--- src/rtl/ecc_dec_pkg.sv ---
// Shared Hamming(72,64) definitions: data-bit position table, check-bit
// encoder, scrub FSM states and the per-word error class.
package ecc_dec_pkg;

    typedef enum logic [1:0] {
        CLEAN = 2'd0,
        CE    = 2'd1,
        UE    = 2'd2
    } err_cls_e;

    typedef enum logic {
        S_IDLE = 1'b0,
        S_REQ  = 1'b1
    } scrub_state_e;

    // Data bit i sits at the i-th non-power-of-two position in 3..71.
    function automatic logic [63:0][6:0] gen_data_pos();
        logic [63:0][6:0] t;
        logic [6:0]       idx;
        t   = '0;
        idx = '0;
        for (int p = 3; p < 72; p++) begin
            if ((p & (p - 1)) != 0) begin
                t[idx[5:0]] = 7'(p);
                idx         = idx + 7'd1;
            end
        end
        return t;
    endfunction

    localparam logic [63:0][6:0] DATA_POS = gen_data_pos();

    function automatic logic [6:0] calc_chk(input logic [63:0] d);
        logic [6:0] c;
        c = '0;
        for (int i = 0; i < 64; i++) begin
            for (int k = 0; k < 7; k++) begin
                if (DATA_POS[i][k]) c[k] = c[k] ^ d[i];
            end
        end
        return c;
    endfunction

    function automatic logic [7:0] ecc_encode(input logic [63:0] d);
        logic [6:0] c;
        c = calc_chk(d);
        return {(^d) ^ (^c), c};
    endfunction

endpackage

--- src/rtl/ecc_dec_syndrome.sv ---
// Combinational syndrome, overall parity and error classification of one
// received 72-bit codeword.
module ecc_dec_syndrome
    import ecc_dec_pkg::*;
#(
    parameter int DWIDTH = 64,
    parameter int EWIDTH = 8
) (
    input  logic [DWIDTH-1:0] data_i,
    input  logic [EWIDTH-1:0] ecc_i,
    output logic [6:0]        syn_o,
    output logic              par_o,
    output err_cls_e          cls_o
);

    always_comb begin
        syn_o = calc_chk(data_i) ^ ecc_i[6:0];
        par_o = ^{data_i, ecc_i};
        cls_o = CLEAN;
        if (par_o) begin
            // s=0 with odd parity is a flip of the overall check bit itself.
            cls_o = (syn_o > 7'd71) ? UE : CE;
        end else if (syn_o != 7'd0) begin
            cls_o = UE;
        end
    end

endmodule

--- src/rtl/ecc_dec_scrub.sv ---
// Two-stage SECDED decoder with error counters and an optional scrub
// write-back request path, built only when ECC_DEC_SCRUB_EN is defined.
module ecc_dec_scrub
    import ecc_dec_pkg::*;
#(
    parameter int DWIDTH = 64,
    parameter int EWIDTH = 8,
    parameter int TAG_W  = 8,
    parameter int CNT_W  = 16
) (
    input  logic              clk,
    input  logic              rst_n,
    input  logic              in_valid,
    input  logic [DWIDTH-1:0] in_data,
    input  logic [EWIDTH-1:0] in_ecc,
    input  logic [TAG_W-1:0]  in_tag,
    output logic              in_ready,
    output logic              out_valid,
    output logic [DWIDTH-1:0] out_data,
    output logic [TAG_W-1:0]  out_tag,
    output logic              out_ce,
    output logic              out_ue,
    input  logic              out_ready,
    output logic              scrub_req,
    output logic [DWIDTH-1:0] scrub_data,
    output logic [EWIDTH-1:0] scrub_ecc,
    output logic [TAG_W-1:0]  scrub_tag,
    input  logic              scrub_ack,
    input  logic              cfg_correct_en,
    input  logic              cfg_scrub_en,
    input  logic              cfg_cnt_clr,
    output logic [CNT_W-1:0]  ce_cnt,
    output logic [CNT_W-1:0]  ue_cnt,
    output logic [CNT_W-1:0]  scrub_drop_cnt,
    output logic [7:0]        first_syn,
    output logic              first_syn_vld,
    output logic              dbg_scrub_state
);

    // Handshake: a beat moves on either port when valid and ready are both
    // high at a clock edge; both stages advance together whenever the output
    // register is empty or being drained (adv), and in_ready mirrors adv.
    logic              adv, fire, accept;
    logic [6:0]        syn;
    logic              par;
    err_cls_e          cls;

    logic              s1_vld_q;
    logic [DWIDTH-1:0] s1_data_q;
    logic [TAG_W-1:0]  s1_tag_q;
    logic [6:0]        s1_syn_q;
    logic              s1_par_q;
    err_cls_e          s1_cls_q;

    logic              out_valid_q, out_ce_q, out_ue_q;
    logic [DWIDTH-1:0] out_data_q, corr_data, flip_mask;
    logic [TAG_W-1:0]  out_tag_q;
    logic [7:0]        out_syn_q;

    logic [CNT_W-1:0]  ce_cnt_q, ue_cnt_q;
    logic [7:0]        first_syn_q;
    logic              first_syn_vld_q;

    ecc_dec_syndrome #(.DWIDTH(DWIDTH), .EWIDTH(EWIDTH)) u_syndrome (
        .data_i (in_data),
        .ecc_i  (in_ecc),
        .syn_o  (syn),
        .par_o  (par),
        .cls_o  (cls)
    );

    assign adv      = ~out_valid_q | out_ready;
    assign in_ready = adv & rst_n;
    assign accept   = in_valid & in_ready;
    assign fire     = out_valid_q & out_ready;

    always_comb begin
        flip_mask = '0;
        if (cfg_correct_en && s1_cls_q == CE) begin
            for (int i = 0; i < DWIDTH; i++) flip_mask[i] = (DATA_POS[i] == s1_syn_q);
        end
        corr_data = s1_data_q ^ flip_mask;
    end

    always_ff @(posedge clk) begin
        if (!rst_n) begin
            s1_vld_q    <= 1'b0;
            out_valid_q <= 1'b0;
            out_ce_q    <= 1'b0;
            out_ue_q    <= 1'b0;
        end else if (adv) begin
            s1_vld_q    <= accept;
            out_valid_q <= s1_vld_q;
            out_ce_q    <= s1_vld_q && (s1_cls_q == CE);
            out_ue_q    <= s1_vld_q && (s1_cls_q == UE);
        end
    end

    always_ff @(posedge clk) begin
        if (adv) begin
            s1_data_q  <= in_data;
            s1_tag_q   <= in_tag;
            s1_syn_q   <= syn;
            s1_par_q   <= par;
            s1_cls_q   <= cls;
            out_data_q <= corr_data;
            out_tag_q  <= s1_tag_q;
            out_syn_q  <= {s1_par_q, s1_syn_q};
        end
    end

    always_ff @(posedge clk) begin
        if (!rst_n) begin
            ce_cnt_q        <= '0;
            ue_cnt_q        <= '0;
            first_syn_q     <= '0;
            first_syn_vld_q <= 1'b0;
        end else if (cfg_cnt_clr) begin
            ce_cnt_q        <= '0;
            ue_cnt_q        <= '0;
            first_syn_vld_q <= 1'b0;
        end else begin
            if (fire && out_ce_q && !(&ce_cnt_q)) ce_cnt_q <= ce_cnt_q + 1'b1;
            if (fire && out_ue_q && !(&ue_cnt_q)) ue_cnt_q <= ue_cnt_q + 1'b1;
            if (fire && (out_ce_q || out_ue_q) && !first_syn_vld_q) begin
                first_syn_q     <= out_syn_q;
                first_syn_vld_q <= 1'b1;
            end
        end
    end

    assign out_valid     = out_valid_q;
    assign out_data      = out_data_q;
    assign out_tag       = out_tag_q;
    assign out_ce        = out_ce_q;
    assign out_ue        = out_ue_q;
    assign ce_cnt        = ce_cnt_q;
    assign ue_cnt        = ue_cnt_q;
    assign first_syn     = first_syn_q;
    assign first_syn_vld = first_syn_vld_q;

`ifdef ECC_DEC_SCRUB_EN
    scrub_state_e      state_q, state_d;
    logic              scrub_elig, scrub_load, scrub_drop;
    logic [CNT_W-1:0]  drop_cnt_q;
    logic [DWIDTH-1:0] scrub_data_q;
    logic [EWIDTH-1:0] scrub_ecc_q;
    logic [TAG_W-1:0]  scrub_tag_q;

    assign scrub_elig = fire & out_ce_q & cfg_scrub_en & cfg_correct_en;

    always_comb begin
        state_d    = state_q;
        scrub_load = 1'b0;
        scrub_drop = 1'b0;
        case (state_q)
            S_IDLE: begin
                if (scrub_elig) begin
                    scrub_load = 1'b1;
                    state_d    = S_REQ;
                end
            end
            S_REQ: begin
                // An ack frees the slot in the same cycle a new CE may claim it.
                if (scrub_ack) begin
                    if (scrub_elig) scrub_load = 1'b1;
                    else            state_d    = S_IDLE;
                end else if (scrub_elig) begin
                    scrub_drop = 1'b1;
                end
            end
            default: state_d = S_IDLE;
        endcase
    end

    always_ff @(posedge clk) begin
        if (!rst_n) begin
            state_q    <= S_IDLE;
            drop_cnt_q <= '0;
        end else begin
            state_q <= state_d;
            if (cfg_cnt_clr)                          drop_cnt_q <= '0;
            else if (scrub_drop && !(&drop_cnt_q))    drop_cnt_q <= drop_cnt_q + 1'b1;
        end
    end

    always_ff @(posedge clk) begin
        if (scrub_load) begin
            scrub_data_q <= out_data_q;
            scrub_ecc_q  <= ecc_encode(out_data_q);
            scrub_tag_q  <= out_tag_q;
        end
    end

    assign scrub_req       = (state_q == S_REQ);
    assign scrub_data      = scrub_data_q;
    assign scrub_ecc       = scrub_ecc_q;
    assign scrub_tag       = scrub_tag_q;
    assign scrub_drop_cnt  = drop_cnt_q;
    assign dbg_scrub_state = state_q;
`else
    logic unused_scrub;
    assign unused_scrub    = ^{scrub_ack, cfg_scrub_en};
    assign scrub_req       = 1'b0;
    assign scrub_data      = '0;
    assign scrub_ecc       = '0;
    assign scrub_tag       = '0;
    assign scrub_drop_cnt  = '0;
    assign dbg_scrub_state = S_IDLE;
`endif

endmodule

--- config.mk ---
export PLATFORM = sky130hd
export DESIGN_NAME = ecc_dec_scrub
export DESIGN_NICKNAME = d
export VERILOG_FILES = /design/src/rtl/ecc_dec_pkg.sv /design/src/rtl/ecc_dec_syndrome.sv /design/src/rtl/ecc_dec_scrub.sv
export SDC_FILE = /design/constraint.sdc
export NUM_CORES = 1
export LEC_CHECK = 0
export CAP_MARGIN = 10
export CORE_UTILIZATION = 53
export CTS_BUF_LIST = sky130_fd_sc_hd__clkbuf_4 sky130_fd_sc_hd__clkbuf_8
export CTS_CLUSTER_DIAMETER = 120
export DETAILED_ROUTE_END_ITERATION = 8
export PLACE_DENSITY_LB_ADDON = 0.08
export SYNTH_ARGS = -nofsm -noshare
export SYNTH_HDL_FRONTEND = slang
export SYNTH_SLANG_ARGS = --single-unit
--- constraint.sdc ---
create_clock -name clk -period 16.7 [get_ports clk]
set_input_delay 3.34 -clock clk [delete_from_list [all_inputs] [get_ports clk]]
set_output_delay 3.34 -clock clk [all_outputs]
set_load 0.05 [all_outputs]
# Word level (Yosys, flattened, before mapping)
# Index checks and enable logic that the tools add are counted.
# classes
add_sub_neg	2
order_cmp	1
n_eq_ne	66
n_mux	4
bitwise_logic	207
reduce_logical	19
# op_table
operator	n
equality test 6 x 7 -> 1 bit (first input constant)	31
XOR 1 bit	198
equality test 5 x 7 -> 1 bit (first input constant)	15
parity 72 bit	1
two-way mux 64 bit	1
XOR 64 bit	1
equality test 4 x 7 -> 1 bit (first input constant)	7
equality test 7 bit (first input constant)	7
adder 16 x 1 -> 16 bit (second input constant)	2
AND reduction 16 bit	2
equality test 3 x 7 -> 1 bit (first input constant)	3
logical AND 1 bit	9
equality test 2 x 7 -> 1 bit (first input constant)	1
> comparator 7 bit (second input constant)	1
nonzero test 7 bit	1
XOR 7 bit	1
two-way mux 2 bit	3
bitwise AND 1 bit	3
logical NOT 1 bit	3
inverter 1 bit	3
equality test 2 x 1 -> 1 bit (second input constant)	1
equality test 2 bit (second input constant)	1
AND reduction 2 bit	1
OR reduction 2 bit	1
2 further kinds	2
# totals
register_bits	207
output_inout_bits	215
word_cells	315

# Longest topological paths before layout
# Gate-level depths: netlist (run 1).
# depth
word_depth	38
mapped_depth	9
mapped_depth_nobuf	8

# Hierarchy
# A second synthesis (run 1) with hierarchy kept.
# unflattened
hier_cells	812
hier_area_um2	10309.9
# modules_own_cells
module	instances	cells_per_inst	area_each_um2	seq_area_each_um2
ecc_dec_scrub	1	679	8836.0	5765.5
ecc_dec_syndrome	1	133	1473.9	0.0

# Worst setup path after synthesis (run 1)
# No wires, ideal clock.
# synth_path
kind	input -> output
from	input out_ready
to	output in_ready
t_arrival_ns	7.334
t_required_ns	13.360
slack_ns	6.026
cell_stages	3
path_buffers	0
cell_sequence	nor2b_1 -> inv_1 -> and2_1
# synth_via
elab_chain_len	2
# synth_lines
element	line	rtl
from (decl)	ecc_dec_scrub.sv:23	input logic out_ready,
OR 1 bit	ecc_dec_scrub.sv:72	assign adv = ~out_valid_q | out_ready;
bitwise AND 1 bit	ecc_dec_scrub.sv:73	assign in_ready = adv & rst_n;
to (decl)	ecc_dec_scrub.sv:17	output logic in_ready,
# No other way between the ends.

# Worst setup path after layout (run 1)
# Ends and elaborated chain as after synthesis.

==> flow_metrics.env, run 1 <==
export IMPL_status="finished, final reports clean"
export IMPL_synthArstFlopShare_pct=0
export IMPL_synth_seq_cells=207
export IMPL_synth_area_leaders="edfxtp_1 49%, xnor2_1 10%, dfxtp_1 9.0%"
export IMPL_hpwl_microns=16300
export IMPL_ir_drop_mv=0.0782
export IMPL_layout_drive_gt1_share_pct=6.97
export IMPL_pwr_share_comb_pct=27.6
export IMPL_drt_vias_per_instance=4.90
export IMPL_ctsHtreeMaxLevel=2
export IMPL_synth_adder_area_share_pct=0.250
export IMPL_crit_path_start_kind="input pin"
export IMPL_synth_edf_count=162
export IMPL_worst_r2r_path_depth=6
export IMPL_drv_slew=0
export IMPL_p_per_area_nw_per_um2=126
export IMPL_vias=6182
export IMPL_critPathLaunch="out_ready"
export IMPL_syn_instance_count=778
export IMPL_reg2reg_from="s1_cls_q[1]"
export IMPL_first_iter_violations=364
export IMPL_switching_share_pct=30.5
export IMPL_wl_per_cell_microns=17.6
export IMPL_r2r_setup_slack_ns=14.25
export IMPL_fmax_mhz=111
export IMPL_cp_endpoint="in_ready"
export IMPL_hp_class="reg -> reg"
export IMPL_r2r_end="out_data[13]"
export IMPL_finalNetCount=1098
export IMPL_cts_hold_fix_buffers=0
export IMPL_cts_setup_buffers=0
export IMPL_slew_headroom_pct=33.4
export IMPL_cp_max_fo=103
export IMPL_crit_arrival_ns=5.67
export IMPL_seqPwrFrac_pct=41.1
export IMPL_synth_top_cell_area_share_pct=48.6
export IMPL_intPower_w=0.00112
export IMPL_ys_flop_type="edfxtp_1"
export IMPL_yosysTopAreaCell="edfxtp_1"
export IMPL_track_usage_pct=23.1
export IMPL_rows=49
export IMPL_fillers=1328
export IMPL_hold_viol=0
export IMPL_synth_cell_types=37
export IMPL_period_share_pct=54.0
export IMPL_power_w=0.00161
export IMPL_antenna_found_initial=0
export IMPL_cts_buffer_depth=3
export IMPL_yosysWarnings=0
export IMPL_drv_cap=0
export IMPL_synth_top_family_by_area="XOR/XNOR gates"
export IMPL_fp_dieArea_sq_um=19400
export IMPL_required_ns=13.36
export IMPL_synthSimpleGateAreaFrac_pct=9.70
export IMPL_detailedRoute_firstPassIterationCount=5
export IMPL_synthXorXnorAreaFrac_pct=22.0
export IMPL_pre_cts_ws_ns=7.66
export IMPL_first_global_vias=5824
export IMPL_grt_max_degree=104
export IMPL_clkSinkCount=207
export IMPL_ys_seq_area_share_pct=57.6
export IMPL_fin_tns_setup_ns=0
export IMPL_grt_overflow_total=0
export IMPL_cts_tree="done"
export IMPL_die_x_microns=139
export IMPL_path_clk_slew_ns=0.05
export IMPL_synthToLayoutAreaGrowth_pct=27.2
export IMPL_grt_pass1_wl_microns=33300
export IMPL_clk_latency_ns=0.52
export IMPL_power_switching_w=0.000490
export IMPL_cts_root_buf="clkbuf_8"
export IMPL_synth_mux_area_share_pct=1.00
export IMPL_die_h_microns=139
export IMPL_clockPowerShare_pct=31.3
export IMPL_syn_area_sq_um=10000
export IMPL_place_congestion=0.889
export IMPL_initial_core_util_pct=55.0
export IMPL_synth_area_per_cell_sq_um=12.9
export IMPL_post_cts_resized=0
export IMPL_wl_microns=22200
export IMPL_numPortBuffers=202
export IMPL_ant_nets=0
export IMPL_worst_slack_ns=7.69
export IMPL_crit_type="in -> out"
export IMPL_min_period_ns=9.01
export IMPL_io_pins=303
export IMPL_cellLeakagePower_nw=4.90
export IMPL_diodes=0
export IMPL_numCtsBuffers=38
export IMPL_final_setup_skew_ns=0.0209
export IMPL_drc=0
export IMPL_coreArea_sq_um=18200
export IMPL_setup_viol=0
export IMPL_tightest_slew_ns=0.992
export IMPL_cp_end_kind="output port"
export IMPL_synth_compound_area_share_pct=1.19
export IMPL_rsz0062_at_grt="false"
## cell usage after synthesis (2+ instances only)
cell,n
a21boi_0,3
a21oi_1,8
and2_1,4
and3_1,5
buf_4,98
clkbuf_1,15
dfxtp_1,45
edfxtp_1,162
ha_1,2
inv_1,7
mux2i_1,10
nand2_1,60
nand2b_1,3
nand3_1,13
nand3b_1,2
nand4_1,10
nor2_1,70
nor2b_1,13
nor3_1,11
nor3b_1,2
o21ai_0,6
o21ai_1,2
or3_1,9
xnor2_1,117
xnor2_2,2
xnor3_1,23
xor2_1,64
xor3_1,3
## registers in the layout (all words and copies together) (netlist names)
signal	cells
ce_cnt	16
first_syn	8
first_syn_vld	1
out_ce	1
out_data	64
out_syn_q	8
out_tag	8
out_ue	1
out_valid	1
s1_cls_q	2
s1_data_q	64
s1_par_q	1
s1_syn_q	7
s1_tag_q	8
s1_vld_q	1
ue_cnt	16
## power by group through the flow
stage	logic, W	registers (W)	clock network, W
2_1_floorplan	0.000291	0.000710	0
3_3_place_gp	0.000437	0.000670	0
3_5_place_dp	0.000440	0.000671	0
4_1_cts	0.000441	0.000662	0.000515
5_1_grt	0.000460	0.000668	0.000538
6_report	0.000444	0.000662	0.000503
## worst min-delay path by stage
stage,startpoint,depth (start not counted),end
floorplan,s1_par_q,0,out_syn_q[7]
global placement,s1_tag_q[1],0,out_tag[1]
detailed placement,s1_tag_q[7],0,out_tag[7]
CTS,s1_tag_q[4],0,out_tag[4]
global route,s1_tag_q[5],0,out_tag[5]
finish,s1_tag_q[4],0,out_tag[4]
## metrics by stage
stage | instances | hold slack [ns] | util, % | instance area [sq um]
final | 1262 | 0.416 | 69.9 | 12700
after global routing | 1262 | 0.414 | 69.9 | 12700
after CTS | 1261 | 0.418 | 69.8 | 12700
after detailed placement | 1196 | 0.406 | 65.5 | 11900
after global placement | 1196 | 0.403 | 65.5 | 11900
after floorplan | 875 | 0.400 | - | 10400
## routing by layer
layer	wire length, microns	track usage (%)	part of all wire [%]
met5	0	0	0
met4	554	8.07	2.5
met2	10600	38.0	48
met1	9380	30.3	42
met3	1670	5.02	7.5
## critical path: stages
cell and delay, ns:
clkdlybuf4s50_1 0.43, nor2b_1 0.46, inv_6 0.42, and2_1 0.31, clkdlybuf4s50_1 0.69
## cells in the final DEF, fill, tap and decap left out, drive strengths merged, types with 23 or more instances in the layout
| master | instances |
|---|---|
| nand2 | 60 |
| conb | 98 |
| clkdlybuf4s50 | 202 |
| dfxtp | 45 |
| xnor2 | 119 |
| nor2 | 70 |
| xor2 | 64 |
| clkbuf | 61 |
| xnor3 | 23 |
| edfxtp | 162 |
## layout make-up
class,count,area [sq um],share of cell area (%)
flip-flops and latches,207,5770,45.3
multi-input cells,548,3790,29.8
repair buffers,206,2060,16.2
clock buffers,61,733,5.76
well taps,229,287,2.25
clock inverters,4,67.6,0.531
inverters,7,31.3,0.246
## cells by family (layout without fill, tap and decap cells)
logic type / Yosys count / after routing
adders and majority gates: 2 / 2
and+or+nand+nor: 208 / 208
buffers and inverters: 120 / 278
other: 1 / 98
xor gates and xnor gates: 209 / 209
muxes: 10 / 10
DFF: 207 / 207
AOI/OAI and AO/OA: 21 / 21
Note: power is estimated with default switching activity, not from simulation.
==> run 2, diff against run 1 <==
Settings changed: CORE_UTILIZATION 53 to 49.
Clock period 16.7 ns to 8.4 ns, I/O delays scaled along.
==> flow_metrics.env, run 2 (synthesis results as in run 1) <==
export IMPL_status="finished, final reports clean"
export IMPL_min_period_ns=5.59
export IMPL_antenna_found_initial=0
export IMPL_final_common_cell="clkdlybuf4s50_1"
export IMPL_numCtsBuffers=36
export IMPL_first_iter_violations=439
export IMPL_tightest_slew_ns=1.16
export IMPL_wl_microns=22400
export IMPL_hold_viol=0
export IMPL_track_usage_pct=21.2
export IMPL_cp_common_cell="clkdlybuf4s50_1"
export IMPL_initial_core_util_pct=50.8
export IMPL_setup_viol=0
export IMPL_cts_root_buf="clkbuf_8"
export IMPL_finalNetCount=1094
export IMPL_drv_slew=0
export IMPL_fin_tns_setup_ns=0
export IMPL_vias=6054
export IMPL_grt_overflow_total=0
export IMPL_numPortBuffers=202
export IMPL_worst_r2r_path_depth=6
export IMPL_cp_slowest_stage_delay_ns=0.71
export IMPL_grt_max_degree=87
export IMPL_required_ns=6.72
export IMPL_r2r_setup_slack_ns=5.71
export IMPL_critPathLaunch="out_ready"
export IMPL_detailedRoute_firstPassIterationCount=5
export IMPL_io_pins=303
export IMPL_hp_class="reg -> reg"
export IMPL_cp_endpoint="in_ready"
export IMPL_worstPathCellList="clkdlybuf4s50_1, nor2b_1, inv_6, and2_1, clkdlybuf4s50_1"
export IMPL_layout_drive_gt1_share_pct=5.85
export IMPL_drt_vias_per_instance=4.69
export IMPL_clkSinkCount=207
export IMPL_cp_max_fo=81
export IMPL_grt_pass1_wl_microns=33400
export IMPL_ctsHtreeMaxLevel=2
export IMPL_reg2reg_from="s1_cls_q[1]"
export IMPL_ir_drop_mv=0.111
export IMPL_crit_arrival_ns=3.91
export IMPL_holdCritStartpoint="s1_tag_q[6]"
export IMPL_place_congestion=0.860
export IMPL_path_clk_slew_ns=0.05
export IMPL_clk_latency_ns=0.51
export IMPL_rsz0062_at_grt="false"
export IMPL_p_per_area_nw_per_um2=242
export IMPL_ant_nets=0
export IMPL_crit_type="in -> out"
export IMPL_wl_per_cell_microns=17.3
export IMPL_cp_num_buf_inv=3
export IMPL_final_design_area_no_fill_sq_um=12600
export IMPL_drc=0
export IMPL_layout_common_cells="202 x clkdlybuf4s50_1, 162 x edfxtp_1, 117 x xnor2_1"
export IMPL_cellLeakagePower_nw=4.82
export IMPL_cts_hold_fix_buffers=0
export IMPL_slew_headroom_pct=22.4
export IMPL_cts_buffer_depth=3
export IMPL_hpwl_microns=16200
export IMPL_cp_slowest_cell="clkdlybuf4s50_1"
export IMPL_fp_dieArea_sq_um=21000
export IMPL_cts_setup_buffers=0
export IMPL_r2r_end="out_data[59]"
export IMPL_placed_area_sq_um=12000
export IMPL_die_h_microns=145
export IMPL_diodes=0
export IMPL_crit_cells=5
export IMPL_postLayoutCoreUtil_pct=64.1
export IMPL_cp_end_kind="output port"
export IMPL_first_global_vias=5772
export IMPL_coreArea_sq_um=19700
export IMPL_hold_depth=0
export IMPL_crit_path_start_kind="input pin"
export IMPL_fmax_mhz=179
export IMPL_synthToLayoutAreaGrowth_pct=26.2
export IMPL_final_setup_skew_ns=0.0110
export IMPL_period_share_pct=66.5
export IMPL_drv_cap=0
export IMPL_rows=51
export IMPL_critPathTopFamily="buffers and inverters"
export IMPL_cts_tree="done"
export IMPL_post_cts_resized=0
export IMPL_die_x_microns=145
-- run 2: power by group --
group	switching, W	internal [W]
logic	0.000515	0.000365
registers	0.0000684	0.00125
clock network	0.000392	0.000468
total	0.000975	0.00208
-- run 2: area by class of cell --
| cell class | instances | area, sq um |
|---|---|---|
| clock buffers | 48 | 611 |
| clock inverters | 12 | 48.8 |
| fillers | 1506 | 7090 |
| inverters | 7 | 31.3 |
| multi-input cells | 548 | 3800 |
| flip-flops and latches | 207 | 5770 |
| well taps | 265 | 332 |
| repair buffers | 204 | 2040 |
-- run 2: worst register-to-register path, stage by stage (launching register included) --
cell and delay (ns):
edfxtp_1 0.39, nor2b_1 0.17, and2_1 0.20, nand3_1 0.29, nor3_1 0.97, nand2_1 0.23, xnor2_1 0.19
-- run 2: metal layers --
metal,track usage (%),up-vias,wire [microns]
li1,-,2897,-
met1,28.8,2846,9860
met2,34.5,282,10500
met3,4.56,29,1660
met4,5.64,0,345
met5,0,-,0
-- run 2: stage by stage --
stage	worst slack (ns)	total power [W]	std cells	hold WS (ns)
finish	2.81	0.00306	1291	0.416
floorplan	1.05	0.00199	875	0.400
global placement	2.81	0.00220	1230	0.401
global route	2.68	0.00318	1291	0.425
CTS	2.79	0.00308	1290	0.418
detailed placement	2.80	0.00221	1230	0.406
-- run 2: worst min path at each step --
stage	end
2_1_floorplan	out_syn_q[7]
3_3_place_gp	out_tag[6]
3_5_place_dp	out_tag[5]
4_1_cts	out_tag[5]
5_1_grt	out_tag[1]
6_report	out_tag[6]
